===== config.mk =====
export PLATFORM = sky130hd
export DESIGN_NAME = std_dffckpt_ber
export DESIGN_NICKNAME = d
export VERILOG_FILES = /design/src/rtl/std_dffckpt_ber_pkg.sv /design/src/rtl/std_dffckpt_slot.sv /design/src/rtl/std_dffckpt_ber.sv
export SDC_FILE = /design/constraint.sdc
export NUM_CORES = 1
export LEC_CHECK = 0
export CAP_MARGIN = 10
export CORE_MARGIN = 2
export CORE_UTILIZATION = 28
export DETAILED_ROUTE_END_ITERATION = 7
export DONT_BUFFER_PORTS = 1
export GPL_TIMING_DRIVEN = 0
export PLACE_DENSITY = 0.51
export SLEW_MARGIN = 10
export SYNTH_ARGS = -nofsm -noshare
export SYNTH_HDL_FRONTEND = slang
export SYNTH_SLANG_ARGS = --single-unit

===== constraint.sdc =====
create_clock -name clk -period 2.2 [get_ports clk]
set_input_delay 0.44 -clock clk [delete_from_list [all_inputs] [get_ports clk]]
set_output_delay 0.44 -clock clk [all_outputs]
set_load 0.05 [all_outputs]

===== src/rtl/std_dffckpt_ber_pkg.sv =====
// std_dffckpt_ber_pkg
// Shared helpers for the checkpointed bit-enable register.
// Contents:
//   ckpt_idx_w() - slot index width for a given slot count. It never returns
//                  less than 1, so a single-slot bank still has an index port.
package std_dffckpt_ber_pkg;

    function automatic int ckpt_idx_w(input int depth);
        return (depth <= 1) ? 1 : $clog2(depth);
    endfunction

endpackage


===== src/rtl/std_dffckpt_slot.sv =====
// std_dffckpt_slot
// One checkpoint slot: a data register plus its valid flag.
// Ports:
//   clk, resetn - clock, synchronous active-low reset (resets the valid flag only)
//   save        - capture din and mark the slot valid
//   consume     - invalidate the slot (a restore read it in consume mode)
//   clear       - invalidate the slot (bank-wide clear)
//   din         - data to capture on save
//   data        - stored data (don't-care while the slot is invalid)
//   valid       - slot holds a checkpoint
module std_dffckpt_slot #(
    parameter int DFF_WIDTH = 1
) (
    input  logic                 clk,
    input  logic                 resetn,
    input  logic                 save,
    input  logic                 consume,
    input  logic                 clear,
    input  logic [DFF_WIDTH-1:0] din,
    output logic [DFF_WIDTH-1:0] data,
    output logic                 valid
);

    // Slot data has no reset; the valid flag qualifies it.
    always_ff @(posedge clk) begin
        if (save) begin
            data <= din;
        end
    end

    // Save wins over clear and consume: a slot written this cycle always ends
    // valid, which covers both the swap case and save-with-clear.
    always_ff @(posedge clk) begin
        if (!resetn) begin
            valid <= 1'b0;
        end else if (save) begin
            valid <= 1'b1;
        end else if (clear || consume) begin
            valid <= 1'b0;
        end
    end

endmodule


===== src/rtl/std_dffckpt_ber.sv =====
// std_dffckpt_ber
// Bit-enable register with a bank of checkpoint slots for speculative state.
// The live value q updates per bit; it can be saved into a slot and later
// restored from one to roll back.
// Ports:
//   clk, resetn                     - clock, synchronous active-low reset
//   en, d                           - per-bit write enable and write data
//   q                               - live register value
//   ckpt_save, ckpt_save_idx        - save pre-edge q into a slot
//   ckpt_restore, ckpt_restore_idx  - load q from a valid slot
//   ckpt_clear                      - invalidate all slots
//   ckpt_valid                      - per-slot valid flags
//   ckpt_err                        - one-cycle pulse after an illegal save/restore
module std_dffckpt_ber
    import std_dffckpt_ber_pkg::*;
#(
    parameter int                   DFF_WIDTH       = 1,
    parameter logic [DFF_WIDTH-1:0] DFF_RESET_VALUE = '0,
    parameter int                   CKPT_DEPTH      = 4,
    parameter int                   CKPT_CONSUME    = 0,
    localparam int                  CKPT_IDX_WIDTH  = ckpt_idx_w(CKPT_DEPTH)
) (
    input  logic                      clk,
    input  logic                      resetn,
    input  logic [DFF_WIDTH-1:0]      en,
    input  logic [DFF_WIDTH-1:0]      d,
    output logic [DFF_WIDTH-1:0]      q,
    input  logic                      ckpt_save,
    input  logic [CKPT_IDX_WIDTH-1:0] ckpt_save_idx,
    input  logic                      ckpt_restore,
    input  logic [CKPT_IDX_WIDTH-1:0] ckpt_restore_idx,
    input  logic                      ckpt_clear,
    output logic [CKPT_DEPTH-1:0]     ckpt_valid,
    output logic                      ckpt_err
);

    logic [CKPT_DEPTH-1:0][DFF_WIDTH-1:0] slot_data;
    logic [CKPT_DEPTH-1:0]                save_vec;
    logic [CKPT_DEPTH-1:0]                consume_vec;
    logic                                 restore_hit;
    logic [DFF_WIDTH-1:0]                 restore_data;
    logic                                 restore_ok;
    logic                                 save_ill;
    logic                                 restore_ill;

    // Decode by comparing against every slot number rather than indexing, so
    // an out-of-range index simply matches nothing (non-power-of-two depth).
    always_comb begin
        save_vec     = '0;
        consume_vec  = '0;
        restore_hit  = 1'b0;
        restore_data = '0;
        for (int i = 0; i < CKPT_DEPTH; i++) begin
            save_vec[i] = ckpt_save && (ckpt_save_idx == CKPT_IDX_WIDTH'(i));
            if (ckpt_restore_idx == CKPT_IDX_WIDTH'(i)) begin
                restore_hit  = ckpt_valid[i];
                restore_data = slot_data[i];
            end
        end
        restore_ok  = ckpt_restore && restore_hit;
        restore_ill = ckpt_restore && !restore_hit;
        save_ill    = ckpt_save && (save_vec == '0);
        for (int i = 0; i < CKPT_DEPTH; i++) begin
            consume_vec[i] = (CKPT_CONSUME != 0) && restore_ok &&
                             (ckpt_restore_idx == CKPT_IDX_WIDTH'(i));
        end
    end

    for (genvar g = 0; g < CKPT_DEPTH; g++) begin : g_slot
        std_dffckpt_slot #(
            .DFF_WIDTH(DFF_WIDTH)
        ) u_slot (
            .clk    (clk),
            .resetn (resetn),
            .save   (save_vec[g]),
            .consume(consume_vec[g]),
            .clear  (ckpt_clear),
            .din    (q),
            .data   (slot_data[g]),
            .valid  (ckpt_valid[g])
        );
    end

    // A legal restore overrides the per-bit write entirely; an illegal one
    // falls through to the normal write.
    always_ff @(posedge clk) begin
        if (!resetn) begin
            q <= DFF_RESET_VALUE;
        end else if (restore_ok) begin
            q <= restore_data;
        end else begin
            q <= (q & ~en) | (d & en);
        end
    end

    always_ff @(posedge clk) begin
        if (!resetn) begin
            ckpt_err <= 1'b0;
        end else begin
            ckpt_err <= save_ill || restore_ill;
        end
    end

endmodule


==> impl_metrics.env, run 1 <==
export IMPL_status="finished clean"
export IMPL_grt_busiest_layer="met2"
export IMPL_cts_hold_buf=0
export IMPL_setup_viol=0
export IMPL_finalHoldViolCount=0
export IMPL_syn_num_nets=51
export IMPL_preCtsSetupSlack_ns=0.8054
export IMPL_fmax_mhz=699.7
export IMPL_synth_flop_cell="dfxtp_1"
export IMPL_p_per_area_nw_per_um2=800.5
export IMPL_area_growth_pct=11.97
export IMPL_utilization=0.3417
export IMPL_fin_ws_ns=0.7708
export IMPL_core_area_um2=1541
export IMPL_htreeDepth=1
export IMPL_insertion_delay_ns=0.27
export IMPL_cts_tree="done"
export IMPL_dp_cells=56
export IMPL_hp_start="resetn"
export IMPL_grt_util_all_layers=0.09583
export IMPL_synth_top_cells_by_count="dfxtp_1, buf_4, edfxtp_1, nor2_1, a21oi_1"
export IMPL_critPathCaptureType="output port"
export IMPL_netlist_instances=40
export IMPL_critical_path_max_fanout=6
export IMPL_layout_min_cycle_time_ns=1.429
export IMPL_whs_path_depth=1
export IMPL_drive_above_1_share=0.2955
export IMPL_drt_pre_antenna_iters=3
export IMPL_synth_top_area_share=0.2553
export IMPL_met2_usage=0.1457
export IMPL_reg2reg_slack_ns=0.82
export IMPL_rows=14
export IMPL_post_route_period_util=0.6496
export IMPL_die_area_um2=2024
export IMPL_drt_total_wl_um=891
export IMPL_grtUsageMet3=0.06000
export IMPL_critPathKind="flop to output port"
export IMPL_ctsResizeCount=0
export IMPL_r2r_cells=3
export IMPL_power_mw=0.4217
export IMPL_root_buffer="clkbuf_4"
export IMPL_diodes=0
export IMPL_timing_slew_headroom=0.5815
export IMPL_io_pins=17
export IMPL_wl_per_cell_um=14.85
export IMPL_cts_buffers=3
export IMPL_max_cap_violations=0
export IMPL_yosys_area_top_type="dfxtp_1"
export IMPL_worst_pin_slew_ns=0.6269
export IMPL_met1_usage=0.09367
export IMPL_io_buffer_count=0
export IMPL_clock_path_buffers=2
export IMPL_crit_required_ns=1.76
export IMPL_yosysMostFrequentCell="dfxtp_1"
export IMPL_min_path_type="input port to flop"
export IMPL_grt_pass1_wl_um=1262
export IMPL_antenna_left=0
export IMPL_yosys_warnings=0
export IMPL_chipHeight_um=44.99
export IMPL_initial_core_util=0.3052
export IMPL_cts_setup_buffers=0
export IMPL_p_leak_nw=0.2307
export IMPL_ys_async_sr_fraction=0
export IMPL_syn_mean_instance_area_um2=11.76
export IMPL_rsz0062_at_grt="no"
export IMPL_die_x_um=44.99
export IMPL_drc=0
export IMPL_gp_congestion=0.7120
export IMPL_final_max_slew_viol_count=0
export IMPL_hold_end="g_slot[2].u_slot.valid$_SDFFE_PN0P_"
export IMPL_layout_nets=56
export IMPL_via_per_inst=5.083
export IMPL_grt_max_degree=7
export IMPL_drt_iter0_markers=2
export IMPL_synth_area_um2=470.5
export IMPL_fin_skew_ns=0.003839
export IMPL_synth_edf_count=4
export IMPL_clk_pin_slew_ns=0.07
export IMPL_ys_types=21
export IMPL_ys_seq_area_frac=0.5106
export IMPL_synth_seq_cells=10
export IMPL_ir_drop_v=0.0002395
export IMPL_vias=305
export IMPL_clock_sinks=10
export IMPL_startpoint_type="flop"
export IMPL_synthTopCellsByArea="dfxtp_1, edfxtp_1, buf_4"
export IMPL_gr_total_overflow=0
export IMPL_antenna_found_initial=0
export IMPL_cp_data_arrival_time_ns=0.99
export IMPL_layout_cells_non_filler=60
export IMPL_grt_pass1_vias=324
export IMPL_tns_ns=0
cell usage in the layout (no fill, tap or decap):
cell / count
a21oi_1: 3
mux2_4: 2
nor3b_1: 1
a22oi_1: 1
clkbuf_4: 3
inv_1: 2
mux4_2: 1
nor2b_1: 1
and2b_2: 1
nor2_1: 4
edfxtp_1: 4
dfxtp_1: 6
and3b_1: 1
and3_1: 2
nand2_1: 1
and2_1: 1
o211a_1: 1
o21a_1: 1
clkbuf_8: 1
a221o_1: 1
mux2_2: 1
mux2i_1: 1
buf_4: 4
worst max path at each step:
stage	to	slack, ns	cells past startpoint
finish	q	0.77	0
global route	q	0.71	0
CTS	q	0.74	0
detailed placement	flop	0.81	3
global placement	flop	0.86	3
floorplan	flop	0.91	3
flip-flops by register name, indices dropped and copies added, names as in the netlist, named ones only:
signal,count
g_slot.u_slot.data,4
g_slot.u_slot.valid,4
ckpt_err,1
per-stage QoR:
step / cell area [um2] / hold slack, ns
6_report: 526.8 / 0.2871
5_1_grt: 526.8 / 0.2813
4_1_cts: 526.8 / 0.2797
3_5_place_dp: 490.5 / 0.5347
3_3_place_gp: 490.5 / 0.5149
2_1_floorplan: 470.5 / 0.4785
routing by layer:
metal / routed length [um] / share of wire
met1: 346 / 0.39
met2: 433 / 0.49
met3: 93 / 0.10
met4: 17 / 0.019
met5: 0 / 0
kinds of logic after synthesis:
| kind of cell | Yosys count | share of synthesized area |
|---|---|---|
| buf+inv | 6 | 0.07980 |
| compound gates | 7 | 0.1064 |
| mux | 5 | 0.1569 |
| flops | 10 | 0.5107 |
| simple gates | 12 | 0.1463 |
final cells by class:
| class | instances | area [um2] |
|---|---|---|
| Multi-Input combinational cell | 24 | 192.7 |
| Fill cell | 166 | 1015 |
| Inverter | 2 | 7.507 |
| Tap cell | 16 | 20.02 |
| Buffer | 4 | 30.03 |
| Clock buffer | 4 | 36.28 |
| Sequential cell | 10 | 240.2 |
where the power goes:
part	leakage (nW)	internal, mW	switching [mW]
Combinational	0.122	0.0191	0.0206
Sequential	0.0874	0.201	0.0139
Clock	0.0210	0.101	0.0665
Total	0.231	0.321	0.101
Power figures use the tool's default switching activity.
==> run 2, diff against run 1 <==
==> constraint.sdc (replaced) <==
create_clock -name clk -period 1.4 [get_ports clk]
set_input_delay 0.28 -clock clk [delete_from_list [all_inputs] [get_ports clk]]
set_output_delay 0.28 -clock clk [all_outputs]
set_load 0.05 [all_outputs]
==> run 2 against run 1 <==
Compared with the run above: critical path depth grew 3; setup slack got worse by 0.61 ns; combinational power increased by 57%; via count did not move; register-to-register slack lost 0.66 ns; flip-flop and latch count is the same; non-clock buffer count is the same; sequential share of layout area up 0.13 points; count of clock-buffer cells in the layout unchanged; cell area rose by 0.24%; cell count unchanged; hold slack got worse by 0.16 ns; critical path type is now flop to flop; largest cell class unchanged; largest power group unchanged.
==> impl_metrics.env, run 2 (synthesized netlist as in run 1, its figures left out) <==
export IMPL_critPathKind="flop to flop"
export IMPL_insertion_delay_ns=0.27
export IMPL_io_buffer_count=0
export IMPL_ir_drop_v=0.0003763
export IMPL_clock_sinks=10
export IMPL_rows=14
export IMPL_final_max_slew_viol_count=0
export IMPL_worst_pin_slew_ns=0.4719
export IMPL_cts_hold_buf=0
export IMPL_drt_total_wl_um=891
export IMPL_core_area_um2=1541
export IMPL_drt_pre_antenna_iters=3
export IMPL_root_buffer="clkbuf_4"
export IMPL_p_leak_nw=0.2310
export IMPL_chipHeight_um=44.99
export IMPL_max_cap_violations=0
export IMPL_tns_ns=0
export IMPL_antenna_found_initial=0
export IMPL_die_area_um2=2024
export IMPL_p_per_area_nw_per_um2=1256
export IMPL_wl_per_cell_um=14.85
export IMPL_startpoint_type="flop"
export IMPL_reg2reg_slack_ns=0.16
export IMPL_antenna_left=0
export IMPL_finalHoldViolCount=0
export IMPL_status="finished clean"
export IMPL_fin_skew_ns=0.003839
export IMPL_clock_path_buffers=2
export IMPL_clk_pin_slew_ns=0.07
export IMPL_grt_pass1_vias=324
export IMPL_initial_core_util=0.3052
export IMPL_cts_tree="done"
export IMPL_postLayoutCellArea_um2=528.0
export IMPL_dpl_cell_area_um2=490.5
export IMPL_crit_path_cell_trace="mux2_2 -> a221o_1 -> o211a_1"
export IMPL_cpMaxStageDelayCell="dfxtp_2"
export IMPL_critPathMaxStageDelay_ns=0.43
export IMPL_reg_top3="g_slot.u_slot.data x4, g_slot.u_slot.valid x4, ckpt_err x1"
export IMPL_hp_start="resetn"
export IMPL_r2r_cells=3
export IMPL_post_route_period_util=0.8825
export IMPL_setup_viol=0
export IMPL_rsz0062_at_grt="no"
export IMPL_die_x_um=44.99
export IMPL_htreeDepth=1
export IMPL_fmax_mhz=809.4
export IMPL_grt_max_degree=7
export IMPL_min_path_type="input port to flop"
export IMPL_gr_total_overflow=0
export IMPL_area_growth_pct=12.23
export IMPL_layout_nets=56
export IMPL_cts_buffers=3
export IMPL_gp_congestion=0.7120
export IMPL_drc=0
export IMPL_whs_path_depth=1
export IMPL_cp_data_arrival_time_ns=1.39
export IMPL_hold_end="g_slot[2].u_slot.valid$_SDFFE_PN0P_"
export IMPL_crit_required_ns=1.56
export IMPL_layout_commonest_cell="dfxtp_1"
export IMPL_diodes=0
export IMPL_utilization=0.3425
export IMPL_layout_common_cells="dfxtp_1, nor2_1, buf_4, edfxtp_1"
export IMPL_grt_util_all_layers=0.09583
export IMPL_via_per_inst=5.083
export IMPL_crit_buf_inv=0
export IMPL_drive_above_1_share=0.3182
export IMPL_drt_iter0_markers=2
export IMPL_critPathCaptureType="flop"
export IMPL_vias=305
export IMPL_critical_path_max_fanout=6
export IMPL_timing_slew_headroom=0.6850
export IMPL_fill_cells=167
export IMPL_path_delay_family="flip-flops"
export IMPL_io_pins=17
export IMPL_layout_min_cycle_time_ns=1.236
export IMPL_grt_pass1_wl_um=1262
## run 2: power by group
part / leakage (nW) / switching [mW] / internal [mW]
combinational: 0.122 / 0.0324 / 0.0299
sequential: 0.0878 / 0.0219 / 0.316
clock: 0.0210 / 0.105 / 0.158
## run 2: per-stage QoR
stage / hold slack [ns] / total power [mW] / instances / worst slack, ns
floorplan: 0.3975 / 0.3983 / 40 / 0.1104
global placement: 0.4056 / 0.4044 / 56 / 0.05993
detailed placement: 0.4075 / 0.4080 / 56 / 0.005408
CTS: 0.1197 / 0.6753 / 60 / 0.1487
global route: 0.1213 / 0.6907 / 60 / 0.1267
finish: 0.1271 / 0.6631 / 60 / 0.1645
## run 2: layout make-up
type,instances,area [um2],area share
Tap cell,16,20.02,0.03791
Multi-Input combinational cell,24,192.7,0.3649
Buffer,4,30.03,0.05687
Clock buffer,4,36.28,0.06872
Sequential cell,10,241.5,0.4573
Inverter,2,7.507,0.01422
## run 2: worst max path at each step
stage / from / cells past startpoint / slack [ns] / end
6_report: flop / 3 / 0.16 / flop
4_1_cts: flop / 3 / 0.15 / flop
2_1_floorplan: flop / 3 / 0.11 / flop
5_1_grt: flop / 3 / 0.13 / flop
3_3_place_gp: flop / 3 / 0.06 / flop
3_5_place_dp: flop / 3 / 0.005 / flop
## run 2: metal layers
metal / global-route usage / vias up / share of wire
met3: 0.06000 / 2 / 0.10
met5: 0 / - / 0
met2: 0.1457 / 14 / 0.49
met4: 0.07059 / 0 / 0.019
li1: - / 148 / -
met1: 0.09367 / 141 / 0.39
## run 2: what timing repair did
| action | 4_1_cts | 5_1_grt |
|---|---|---|
| endpoints found under the setup margin | 1 | 0 |
| setup buffers | 0 | 0 |
| resized for setup | 1 | 0 |
==> run 3, diff against run 2 <==
--- a/config.mk
+++ b/config.mk
@@ -11,7 +11,6 @@
 export DETAILED_ROUTE_END_ITERATION = 7
 export DONT_BUFFER_PORTS = 1
 export GPL_TIMING_DRIVEN = 0
-export PLACE_DENSITY = 0.51
 export SLEW_MARGIN = 10
 export SYNTH_ARGS = -nofsm -noshare
 export SYNTH_HDL_FRONTEND = slang
==> run 3 against run 2 <==
Compared with the run above: count of clock-buffer cells in the layout fell by 1; maximum frequency is 1.8% higher; die area stayed put; flip-flop and latch count unchanged; cell count stayed put; setup slack improved by 0.022 ns; via count up 0.33%; combinational power down 1%; utilization decreased by 0.65 points; non-clock buffer count is the same; first-iteration DRC count up 100%; cell area down 1.9%; largest power group unchanged.
==> impl_metrics.env, run 3 (synthesized netlist as in run 1, its figures left out) <==
export IMPL_clock_path_buffers=2
export IMPL_internal_power_mw=0.4488
export IMPL_rsz0062_at_grt="no"
export IMPL_antenna_found_initial=0
export IMPL_die_area_um2=2024
export IMPL_setup_viol=0
export IMPL_chipHeight_um=44.99
export IMPL_gp_congestion=0.7572
export IMPL_drc=0
export IMPL_grt_max_degree=7
export IMPL_area_growth_pct=10.11
export IMPL_ctsResizeCount=0
export IMPL_fill_cells=159
export IMPL_initial_core_util=0.3052
export IMPL_htreeDepth=1
export IMPL_p_comb_frac=0.102
export IMPL_finalHoldViolCount=0
export IMPL_clk_pin_slew_ns=0.07
export IMPL_critical_path_max_fanout=6
export IMPL_clkPwrFrac=0.336
export IMPL_cts_tree="done"
export IMPL_wl_per_cell_um=14.12
export IMPL_reg_top3="g_slot.u_slot.data x4, g_slot.u_slot.valid x4, ckpt_err x1"
export IMPL_gr_total_overflow=0
export IMPL_ir_drop_v=0.0004865
export IMPL_cts_hold_buf=0
export IMPL_postLayoutCellArea_um2=518.0
export IMPL_cts_setup_buffers=0
export IMPL_fmax_mhz=824.1
export IMPL_hp_start="resetn"
export IMPL_drive_above_1_share=0.2955
export IMPL_sw_frac_of_total=0.2548
export IMPL_critPathKind="flop to flop"
export IMPL_reg2reg_slack_ns=0.19
export IMPL_diodes=0
export IMPL_startpoint_type="flop"
export IMPL_layout_common_cells="dfxtp_1, nor2_1, buf_4, edfxtp_1"
export IMPL_status="finished clean"
export IMPL_dpl_cell_area_um2=490.5
export IMPL_drt_pre_antenna_iters=4
export IMPL_drt_iter0_markers=4
export IMPL_layout_nets=56
export IMPL_core_area_um2=1541
export IMPL_r2r_cells=3
export IMPL_insertion_delay_ns=0.26
export IMPL_tns_ns=0
export IMPL_layout_min_cycle_time_ns=1.213
export IMPL_drt_total_wl_um=847
export IMPL_post_route_period_util=0.8668
export IMPL_via_per_inst=5.100
export IMPL_worst_pin_slew_ns=0.4691
export IMPL_cts_buffers=3
export IMPL_crit_required_ns=1.56
export IMPL_dpl_hpwl_um=706.6
export IMPL_final_max_slew_viol_count=0
export IMPL_die_x_um=44.99
export IMPL_vias=306
export IMPL_fin_skew_ns=0.003319
export IMPL_grt_util_all_layers=0.1012
export IMPL_io_buffer_count=0
export IMPL_critPathCaptureType="flop"
export IMPL_antenna_left=0
export IMPL_cp_data_arrival_time_ns=1.37
export IMPL_p_seq_frac=0.562
export IMPL_min_path_type="input port to flop"
export IMPL_io_pins=17
export IMPL_p_leak_nw=0.2254
export IMPL_whs_path_depth=1
export IMPL_grt_pass1_vias=331
export IMPL_switching_power_mw=0.1535
export IMPL_p_per_area_nw_per_um2=1163
export IMPL_clock_sinks=10
export IMPL_rows=14
export IMPL_layout_commonest_cell="dfxtp_1"
export IMPL_root_buffer="clkbuf_4"
export IMPL_timing_slew_headroom=0.6868
export IMPL_max_cap_violations=0
export IMPL_grt_pass1_wl_um=1414
run 3: cell count changes in the layout (fill, tap and decap cells not counted):
cell      previous run  this run
clkbuf_8             1         0
clkinv_1             0         1
run 3: worst max-delay path, stage by stage, from the launching register on:
cell and delay (ns):
dfxtp_2 0.43, mux2_2 0.30, a221o_1 0.26, o211a_1 0.12
run 3: area by class of cell:
cell class / instances / area (um2) / share of cell area
Clock inverter: 1 / 3.754 / 0.007246
Buffer: 4 / 30.03 / 0.05797
Tap cell: 16 / 20.02 / 0.03865
Clock buffer: 3 / 22.52 / 0.04348
Sequential cell: 10 / 241.5 / 0.4662
Multi-Input combinational cell: 24 / 192.7 / 0.3720
Inverter: 2 / 7.507 / 0.01449
run 3: worst max path at each step:
stage / slack (ns) / cells past startpoint / start / endpoint
after floorplan: 0.11 / 3 / flop / flop
after global placement: 0.04 / 3 / flop / flop
after detailed placement: 0.04 / 3 / flop / flop
after CTS: 0.03 / 3 / flop / flop
after global routing: 0.16 / 3 / flop / flop
final: 0.19 / 3 / flop / flop
run 3: stage by stage:
stage            util  cells  setup slack, ns  power [mW]  hold WS, ns
4_1_cts        0.3352     60          0.02795      0.6107       0.1378
3_3_place_gp   0.3182     56          0.04365      0.4052       0.4010
3_5_place_dp   0.3182     56          0.03685      0.4071       0.4193
2_1_floorplan       -     40           0.1104      0.3983       0.3975
6_report       0.3360     60           0.1865      0.6023       0.1362
5_1_grt        0.3360     60           0.1559      0.6400       0.1259
run 3: per-layer routing:
metal | vias to the layer above | GRT usage | part of all wire
met2 | 14 | 0.1629 | 0.50
met3 | 0 | 0.05200 | 0.11
met5 | - | 0 | 0
met4 | 0 | 0.05294 | 0
li1 | 147 | - | -
met1 | 145 | 0.1075 | 0.39
run 3: power groups by stage:
stage               sequential, mW  clock, mW  combinational [mW]
global route                 0.340      0.233              0.0666
CTS                          0.338      0.210              0.0623
global placement             0.344          0              0.0610
detailed placement           0.345          0              0.0622
finish                       0.338      0.202              0.0616
floorplan                    0.342          0              0.0567
